**src/rtl/llc_recall_issuer_if.sv**
```systemverilog
// Revoke request/response channel between the LLC recall issuer and the forward network.
interface llc_recall_issuer_if #(
    parameter int unsigned WORDS_PER_LINE  = 4,
    parameter int unsigned CACHE_ID_WIDTH  = 4,
    parameter int unsigned LINE_ADDR_WIDTH = 26
);
    logic                       req_valid;
    logic                       req_ready;
    logic [CACHE_ID_WIDTH-1:0]  req_dest_id;
    logic [WORDS_PER_LINE-1:0]  req_word_mask;
    logic [LINE_ADDR_WIDTH-1:0] req_addr;
    logic                       rsp_valid;
    logic                       rsp_ready;
    logic [WORDS_PER_LINE-1:0]  rsp_word_mask;

    modport master (
        output req_valid, req_dest_id, req_word_mask, req_addr, rsp_ready,
        input  req_ready, rsp_valid, rsp_word_mask
    );

    modport slave (
        input  req_valid, req_dest_id, req_word_mask, req_addr, rsp_ready,
        output req_ready, rsp_valid, rsp_word_mask
    );
endinterface

```
**src/rtl/llc_recall_issuer.sv**
```systemverilog
// LLC owner-recall initiator: issues one revoke per distinct owner cache of a line
// and waits until every owned word has been returned.
module llc_recall_issuer #(
    parameter int unsigned WORDS_PER_LINE  = 4,
    parameter int unsigned CACHE_ID_WIDTH  = 4,
    parameter int unsigned LINE_ADDR_WIDTH = 26
) (
    input  logic                                     clk,
    input  logic                                     rst,
    input  logic                                     start,
    input  logic [LINE_ADDR_WIDTH-1:0]               line_addr,
    input  logic [WORDS_PER_LINE-1:0]                owned_mask,
    input  logic [WORDS_PER_LINE*CACHE_ID_WIDTH-1:0] owner_ids,
    llc_recall_issuer_if.master                      bus,
    output logic                                     busy,
    output logic                                     done,
    output logic [WORDS_PER_LINE-1:0]                pending_mask
);
    localparam int unsigned W      = WORDS_PER_LINE;
    localparam int unsigned CW     = CACHE_ID_WIDTH;
    localparam int unsigned AW     = LINE_ADDR_WIDTH;
    localparam int unsigned IDS_W  = W * CW;

    typedef enum logic [1:0] {IDLE, SEND, WAIT, DONE} state_t;

    state_t           state_q, state_d;
    logic [W-1:0]     to_send_q, to_send_d;
    logic [W-1:0]     pending_q, pending_d;
    logic [AW-1:0]    addr_q, addr_d;
    logic [IDS_W-1:0] ids_q, ids_d;

    logic [CW-1:0]    grp_id;
    logic [W-1:0]     grp_mask;
    logic             grp_found;
    logic [W-1:0]     rsp_clear;

    // Owner of the lowest unsent word, plus every unsent word sharing that owner
    always_comb begin
        grp_found = 1'b0;
        grp_id    = '0;
        grp_mask  = '0;
        for (int i = 0; i < int'(W); i++) begin
            if (!grp_found && to_send_q[i]) begin
                grp_found = 1'b1;
                grp_id    = ids_q[i*CW +: CW];
            end
        end
        for (int j = 0; j < int'(W); j++) begin
            grp_mask[j] = to_send_q[j] && (ids_q[j*CW +: CW] == grp_id);
        end
    end

    always_comb begin
        state_d   = state_q;
        to_send_d = to_send_q;
        pending_d = pending_q;
        addr_d    = addr_q;
        ids_d     = ids_q;
        rsp_clear = '0;

        if (bus.rsp_valid && bus.rsp_ready) begin
            rsp_clear = bus.rsp_word_mask;
        end

        unique case (state_q)
            IDLE: begin
                if (start) begin
                    if (owned_mask != '0) begin
                        addr_d    = line_addr;
                        ids_d     = owner_ids;
                        to_send_d = owned_mask;
                        pending_d = owned_mask;
                        state_d   = SEND;
                    end else begin
                        state_d   = DONE;
                    end
                end
            end
            SEND: begin
                pending_d = pending_q & ~rsp_clear;
                if (bus.req_ready) begin
                    to_send_d = to_send_q & ~grp_mask;
                end
                if (to_send_d == '0) begin
                    state_d = (pending_d == '0) ? DONE : WAIT;
                end
            end
            WAIT: begin
                pending_d = pending_q & ~rsp_clear;
                if (pending_d == '0) begin
                    state_d = DONE;
                end
            end
            DONE: begin
                state_d = IDLE;
            end
            default: begin
                state_d = IDLE;
            end
        endcase
    end

    always_ff @(posedge clk or negedge rst) begin
        if (!rst) begin
            state_q   <= IDLE;
            to_send_q <= '0;
            pending_q <= '0;
            addr_q    <= '0;
            ids_q     <= '0;
        end else begin
            state_q   <= state_d;
            to_send_q <= to_send_d;
            pending_q <= pending_d;
            addr_q    <= addr_d;
            ids_q     <= ids_d;
        end
    end

    // Outputs decode directly from registered state
    assign bus.req_valid     = (state_q == SEND);
    assign bus.req_dest_id   = (state_q == SEND) ? grp_id : '0;
    assign bus.req_word_mask = (state_q == SEND) ? grp_mask : '0;
    assign bus.req_addr      = addr_q;
    assign bus.rsp_ready     = (state_q == SEND) || (state_q == WAIT);
    assign busy              = (state_q != IDLE);
    assign done              = (state_q == DONE);
    assign pending_mask      = pending_q;
endmodule

```
**src/flat_wrapper.sv**
```systemverilog
// flat-port wrapper written by rule: the top's interface ports become plain ports
module llc_recall_issuer_flat 
#(
    parameter int unsigned WORDS_PER_LINE  = 4,
    parameter int unsigned CACHE_ID_WIDTH  = 4,
    parameter int unsigned LINE_ADDR_WIDTH = 26
)
  (clk, rst, start, line_addr, owned_mask, owner_ids, busy, done, pending_mask, bus_req_valid, bus_req_dest_id, bus_req_word_mask, bus_req_addr, bus_rsp_ready, bus_req_ready, bus_rsp_valid, bus_rsp_word_mask);
  llc_recall_issuer_if #(.WORDS_PER_LINE(WORDS_PER_LINE), .CACHE_ID_WIDTH(CACHE_ID_WIDTH), .LINE_ADDR_WIDTH(LINE_ADDR_WIDTH)) bus_i ();
  input  logic clk;
  input  logic rst;
  input  logic start;
  input  logic [LINE_ADDR_WIDTH-1:0] line_addr;
  input  logic [WORDS_PER_LINE-1:0] owned_mask;
  input  logic [WORDS_PER_LINE*CACHE_ID_WIDTH-1:0] owner_ids;
  output logic busy;
  output logic done;
  output logic [WORDS_PER_LINE-1:0] pending_mask;
  output wire logic [$bits(bus_i.req_valid)-1:0] bus_req_valid;
  output wire logic [$bits(bus_i.req_dest_id)-1:0] bus_req_dest_id;
  output wire logic [$bits(bus_i.req_word_mask)-1:0] bus_req_word_mask;
  output wire logic [$bits(bus_i.req_addr)-1:0] bus_req_addr;
  output wire logic [$bits(bus_i.rsp_ready)-1:0] bus_rsp_ready;
  input wire logic [$bits(bus_i.req_ready)-1:0] bus_req_ready;
  input wire logic [$bits(bus_i.rsp_valid)-1:0] bus_rsp_valid;
  input wire logic [$bits(bus_i.rsp_word_mask)-1:0] bus_rsp_word_mask;
  assign bus_req_valid = bus_i.req_valid;
  assign bus_req_dest_id = bus_i.req_dest_id;
  assign bus_req_word_mask = bus_i.req_word_mask;
  assign bus_req_addr = bus_i.req_addr;
  assign bus_rsp_ready = bus_i.rsp_ready;
  assign bus_i.req_ready = bus_req_ready;
  assign bus_i.rsp_valid = bus_rsp_valid;
  assign bus_i.rsp_word_mask = bus_rsp_word_mask;
  llc_recall_issuer #(.WORDS_PER_LINE(WORDS_PER_LINE), .CACHE_ID_WIDTH(CACHE_ID_WIDTH), .LINE_ADDR_WIDTH(LINE_ADDR_WIDTH)) u_core (.clk(clk), .rst(rst), .start(start), .line_addr(line_addr), .owned_mask(owned_mask), .owner_ids(owner_ids), .bus(bus_i), .busy(busy), .done(done), .pending_mask(pending_mask));
endmodule
```
**config.mk**
```make
export PLATFORM = sky130hd
export DESIGN_NAME = llc_recall_issuer_flat
export DESIGN_NICKNAME = d
export VERILOG_FILES = /design/src/rtl/llc_recall_issuer_if.sv /design/src/rtl/llc_recall_issuer.sv /design/src/flat_wrapper.sv
export SDC_FILE = /design/constraint.sdc
export NUM_CORES = 1
export LEC_CHECK = 0
export ABC_CLOCK_PERIOD_IN_PS = 2910
export BUFFER_PORTS_ARGS = -buffer_cell sky130_fd_sc_hd__buf_2
export CAP_MARGIN = 20
export CORE_UTILIZATION = 40
export DETAILED_ROUTE_END_ITERATION = 8
export HOLD_SLACK_MARGIN = 0.15
export PLACE_DENSITY_LB_ADDON = 0.1
export SLEW_MARGIN = 20
export SYNTH_ARGS = -nofsm -noshare
export SYNTH_HDL_FRONTEND = slang
export SYNTH_SLANG_ARGS = --single-unit
export TNS_END_PERCENT = 10
```
**constraint.sdc**
```tcl
create_clock -name clk -period 2.91 [get_ports clk]
set_clock_uncertainty 0.2 [all_clocks]
set_input_delay 0.4365 -clock clk [delete_from_list [all_inputs] [get_ports clk]]
set_output_delay 0.4365 -clock clk [all_outputs]
set_load 0.01 [all_outputs]
```
==> results.md <==
- The run finished with clean final reports.
- The kind of start point of the critical path is a flip-flop.
- The iteration count of the initial detailed-routing pass is 4.
- In this run the standard cell core region covers 7292 sq um.
- The cell with the largest stage delay on the worst path is sky130_fd_sc_hd__dfrtp_2.
- The worst setup path category is flip-flop to output pin.
- The clock-pin slew on the worst setup and hold paths is 0.10 ns.
- The TritonCTS clock tree is done.
- The overall via count from detail_route is about 2700.
- The synthesized design contains 0 enable-type register cells.
- The count of pins over their slew limit is 0.
- The routability congestion estimate is slightly below 0.9.
- The floorplan step set the die height to 89.31 microns.
- The start point of the critical path is u_core.to_send_q[0].
- STA puts the critical path data required time at between 2 and 2.5 ns.
- The proportion of synthesized flip-flops having asynchronous set or reset is 100.0%.
- In the final timing run, aggregate negative setup slack is 0 ns.
- The count of final setup violators is 0.
- The fraction of synthesized area in multiplexers is 16.50%.
- The largest family of logic cells by synthesized area is compound AO/OA/AOI/OAI gates.
- The cell occurring most often along the worst timing path is sky130_fd_sc_hd__o211ai_1.
- After legalization and detailed placement, the total HPWL measured 5362 microns.
- The post-synthesis net count is approximately 350.
- From synthesis to final layout, the design area changed by 33.77%.
- The synthesized netlist devotes 3.734% of its cell area to XOR and XNOR gates.
- The static leakage is 1.899 nW.
- The floorplan step defined a die boundary enclosing 7976 sq um.
- Counting the buffers created by CTS gives 5.
- Based on the critical path, the design can be clocked at up to 0.3448 GHz.
- The number of buffers added on ports is 96.
- The share of the core filled with cells in the final layout is between 50% and 60%.
- The worst hold path terminates at u_core.bus.req_addr[3].
- After layout, the worst path uses 99.67% of the clock period.
- In the synthesized netlist, the number of instances is 286.
- Summing the areas of all compound-gate instances in the mapped netlist gives 16.78% of the synthesized area.
- The clock reaches the later pin of the worst-skew pair after 0.30 ns.
- The worst register-to-register path has a setup slack of between 0.15 and 0.2 ns.
- Among cell families on the critical path, the largest total delay comes from simple AND/OR/NAND/NOR gates.
- The sequential area share after synthesis is 42.68%.
- The average instance area after synthesis is 10.66 sq um.
- For this run, the post-layout net count is 470.
- The endpoint identified for the worst register-to-register timing path is u_core.state_q[0].
- Yosys mapped the design onto 57 distinct sky130hd cell types.
- The root buffer selected by CTS is sky130_fd_sc_hd__clkbuf_8.
- Of the total synthesized cell area, the portion taken by full adders, half adders and majority gates is 2.052%.
- The post-route netlist has 44.04% of its cells at a drive strength greater than 1.
- The dominant register cell in the synthesized netlist is sky130_fd_sc_hd__dfrtp_1.
- The initial antenna violation count is 0.
- After Yosys synthesis, and, or, nand and nor cells account for 13.46% of the synthesized area.
- The wire length of the first global-routing pass is 11840 microns.
- The count of boundary I/O pins is 97.
- In this run the worst path has a maximum fanout of 19.
- The power density over the cells is 1130 nW/um^2.
- The flip-flop and latch count after synthesis is 52.
- The signal on the critical path passes through nor2b_1 -> o211ai_1 -> o211ai_1 -> or4b_4 -> nor3b_2 -> buf_2.
- The count of cells along the worst register-to-register path is 8.
- Across the run, the number of max-cap violations was 0.
- The critical path endpoint category is an output pin.
- The tree built by TritonCTS fans out to 52 sinks.
- The number of global-route vias before repair was 2489.
- The buffering stage count on the worst path with inverters included is 1.
- The path class of the lowest-slack min-delay path is input pin to flip-flop.
- Global routing used 19.16% of the available tracks across all layers.
- The worst max-slew margin expressed relative to the limit is 70.40%.
- The detail route stage leaves a number of antenna-violating nets equal to 0.
- The highest ir drop seen on vdd is ~440 uV.
- After global routing the overflow that remains totals 0.
- The most common cell after layout, fill and taps aside is sky130_fd_sc_hd__buf_2.
- 0 antenna diodes ended up in the layout.
- Counting the fill cells in the layout gives 679.
- After floorplanning, the core was divided into 31 placement rows.
- The sum of routed wire length over all layers is 7616 microns.
- The warning count from the yosys run is 0.
- Once the floorplan was initialized, standard cells occupied 41.82% of the core.
- In this design, the stage delay of the slowest critical-path cell is ~0.55 ns.
- The largest buffer count on any clock path is 2.
- The die is 89.31 microns wide.
- Entering global routing, the biggest net connects 43 pins.
- The time the final worst path needs with I/O delays and setup is ~2.9 ns.
- The final hold violation count is 0.
- Dividing the detail-routed wire length by the instance count gives 14.93 microns.
- The measured slew at the worst slew-check pin is 0.4441 ns.
- The number of remaining DRC errors is 0.
- The first-iteration detailed-routing DRC count is ~170.
- The synthesized netlist occupies a cell area of 3049 sq um.
- The number of vias per cell after detailed routing is 5.222.
- Setup repair after global routing could not meet its margin everywhere.
- The worst hold path begins at line_addr[3].
- The number of cells on the worst hold path is 2.
- The startpoint identified for the worst register-to-register timing path is u_core.to_send_q[0].
- In the layout the commonest cells are sky130_fd_sc_hd__buf_2 (96), sky130_fd_sc_hd__dfrtp_1 (47), sky130_fd_sc_hd__mux2_2 (42).
- The data arrival at the endpoint of the critical path is 2.26 ns.
- CTS built an H-tree with a depth of 2.
- After layout, the design draws a total of about 0.0046 W.
-- Yosys cell counts (3+ instances only) --
library cell,count,area share [%]
sky130_fd_sc_hd__a22oi_1,5,1.2
sky130_fd_sc_hd__mux2i_1,3,0.98
sky130_fd_sc_hd__a21boi_0,5,1.2
sky130_fd_sc_hd__o22ai_1,6,1.2
sky130_fd_sc_hd__buf_2,3,0.49
sky130_fd_sc_hd__xor2_1,7,2.0
sky130_fd_sc_hd__a21oi_1,9,1.5
sky130_fd_sc_hd__inv_1,11,1.4
sky130_fd_sc_hd__buf_4,4,0.98
sky130_fd_sc_hd__dfrtp_1,52,43
sky130_fd_sc_hd__o21ai_0,14,2.3
sky130_fd_sc_hd__nand2_1,24,3.0
sky130_fd_sc_hd__clkbuf_1,6,0.74
sky130_fd_sc_hd__nand2b_1,4,0.82
sky130_fd_sc_hd__nand3_1,10,1.6
sky130_fd_sc_hd__nor2b_1,7,1.4
sky130_fd_sc_hd__xnor2_1,6,1.7
sky130_fd_sc_hd__buf_1,4,0.49
sky130_fd_sc_hd__ha_1,5,2.1
sky130_fd_sc_hd__nor2_1,4,0.49
sky130_fd_sc_hd__nand4_1,3,0.62
sky130_fd_sc_hd__nand3b_1,4,0.98
sky130_fd_sc_hd__nor3b_1,5,1.2
sky130_fd_sc_hd__and2_1,3,0.62
sky130_fd_sc_hd__mux2_2,42,16
-- worst max-delay path by stage --
stage	end	slack, ns	depth (start not counted)
CTS	bus_req_word_mask[1]	0.003	6
global placement	bus_req_word_mask[3]	0.15	6
floorplan	u_core.state_q[0]	0.40	9
global route	bus_req_word_mask[3]	-0.1	6
detailed placement	u_core.state_q[0]	0.07	7
finish	bus_req_word_mask[3]	0.01	6
-- what timing repair did --
item	CTS	global route
resized for setup	7	3
hold endpoints to repair	31	8
endpoints found under the setup margin	3	3
buffers inserted	0	6
pin swaps	0	2
hold buffers	15	8
-- through the flow --
| stage | std cells | area (sq um) | hold slack, ns | setup WS (ns) |
|---|---|---|---|---|
| after global placement | 473 | 3646 | 0.2050 | 0.1479 |
| after floorplan | 286 | 3049 | -0.05909 | 0.4049 |
| after global routing | 510 | 4079 | 0.1502 | -0.09775 |
| final | 510 | 4079 | 0.1577 | 0.009550 |
| after CTS | 496 | 3935 | 0.1502 | 0.002918 |
| after detailed placement | 473 | 3646 | 0.2090 | 0.06843 |
-- layout make-up --
cell class	count	area, sq um	area share, %
Clock inverter	2	38.79	0.9509
Inverter	11	41.29	1.012
Clock buffer	6	82.58	2.025
Multi-Input combinational cell	204	1634	40.06
Sequential cell	52	1308	32.06
Timing Repair Buffer	136	850.8	20.86
Tap cell	99	123.9	3.037
-- power by group --
part / leakage [nW] / switching [W] / internal [W]
sequential: 0.610 / 0.000380 / 0.00109
clock: 0.0614 / 0.000243 / 0.000282
combinational: 1.23 / 0.00130 / 0.00131
total: 1.90 / 0.00192 / 0.00268
-- routing by layer --
layer / global-route usage [%] / routed length (microns) / vias up
met5: 0 / 0 / -
met4: 3.175 / 48 / 0
met3: 4.801 / 537 / 5
met2: 30.53 / 3528 / 104
met1: 26.87 / 3501 / 1278
li1: - / - / 1276
-- state kept, by name, indices dropped and copies added (netlist names) --
name	flops
u_core.ids_q	16
u_core.state_q	2
u_core.pending_mask	4
u_core.bus.req_addr	26
u_core.to_send_q	4
-- cells by family (layout without fill, tap and decap cells) --
group                      count (synthesis)  after routing
AOI/OAI and AO/OA                         67             67
xor gates and xnor gates                  13             13
adders and majority gates                  5              5
buffers and inverters                     30            155
DFF                                       52             52
muxes                                     45             45
and+or+nand+nor                           74             74
(Power assumes the default switching activity.)
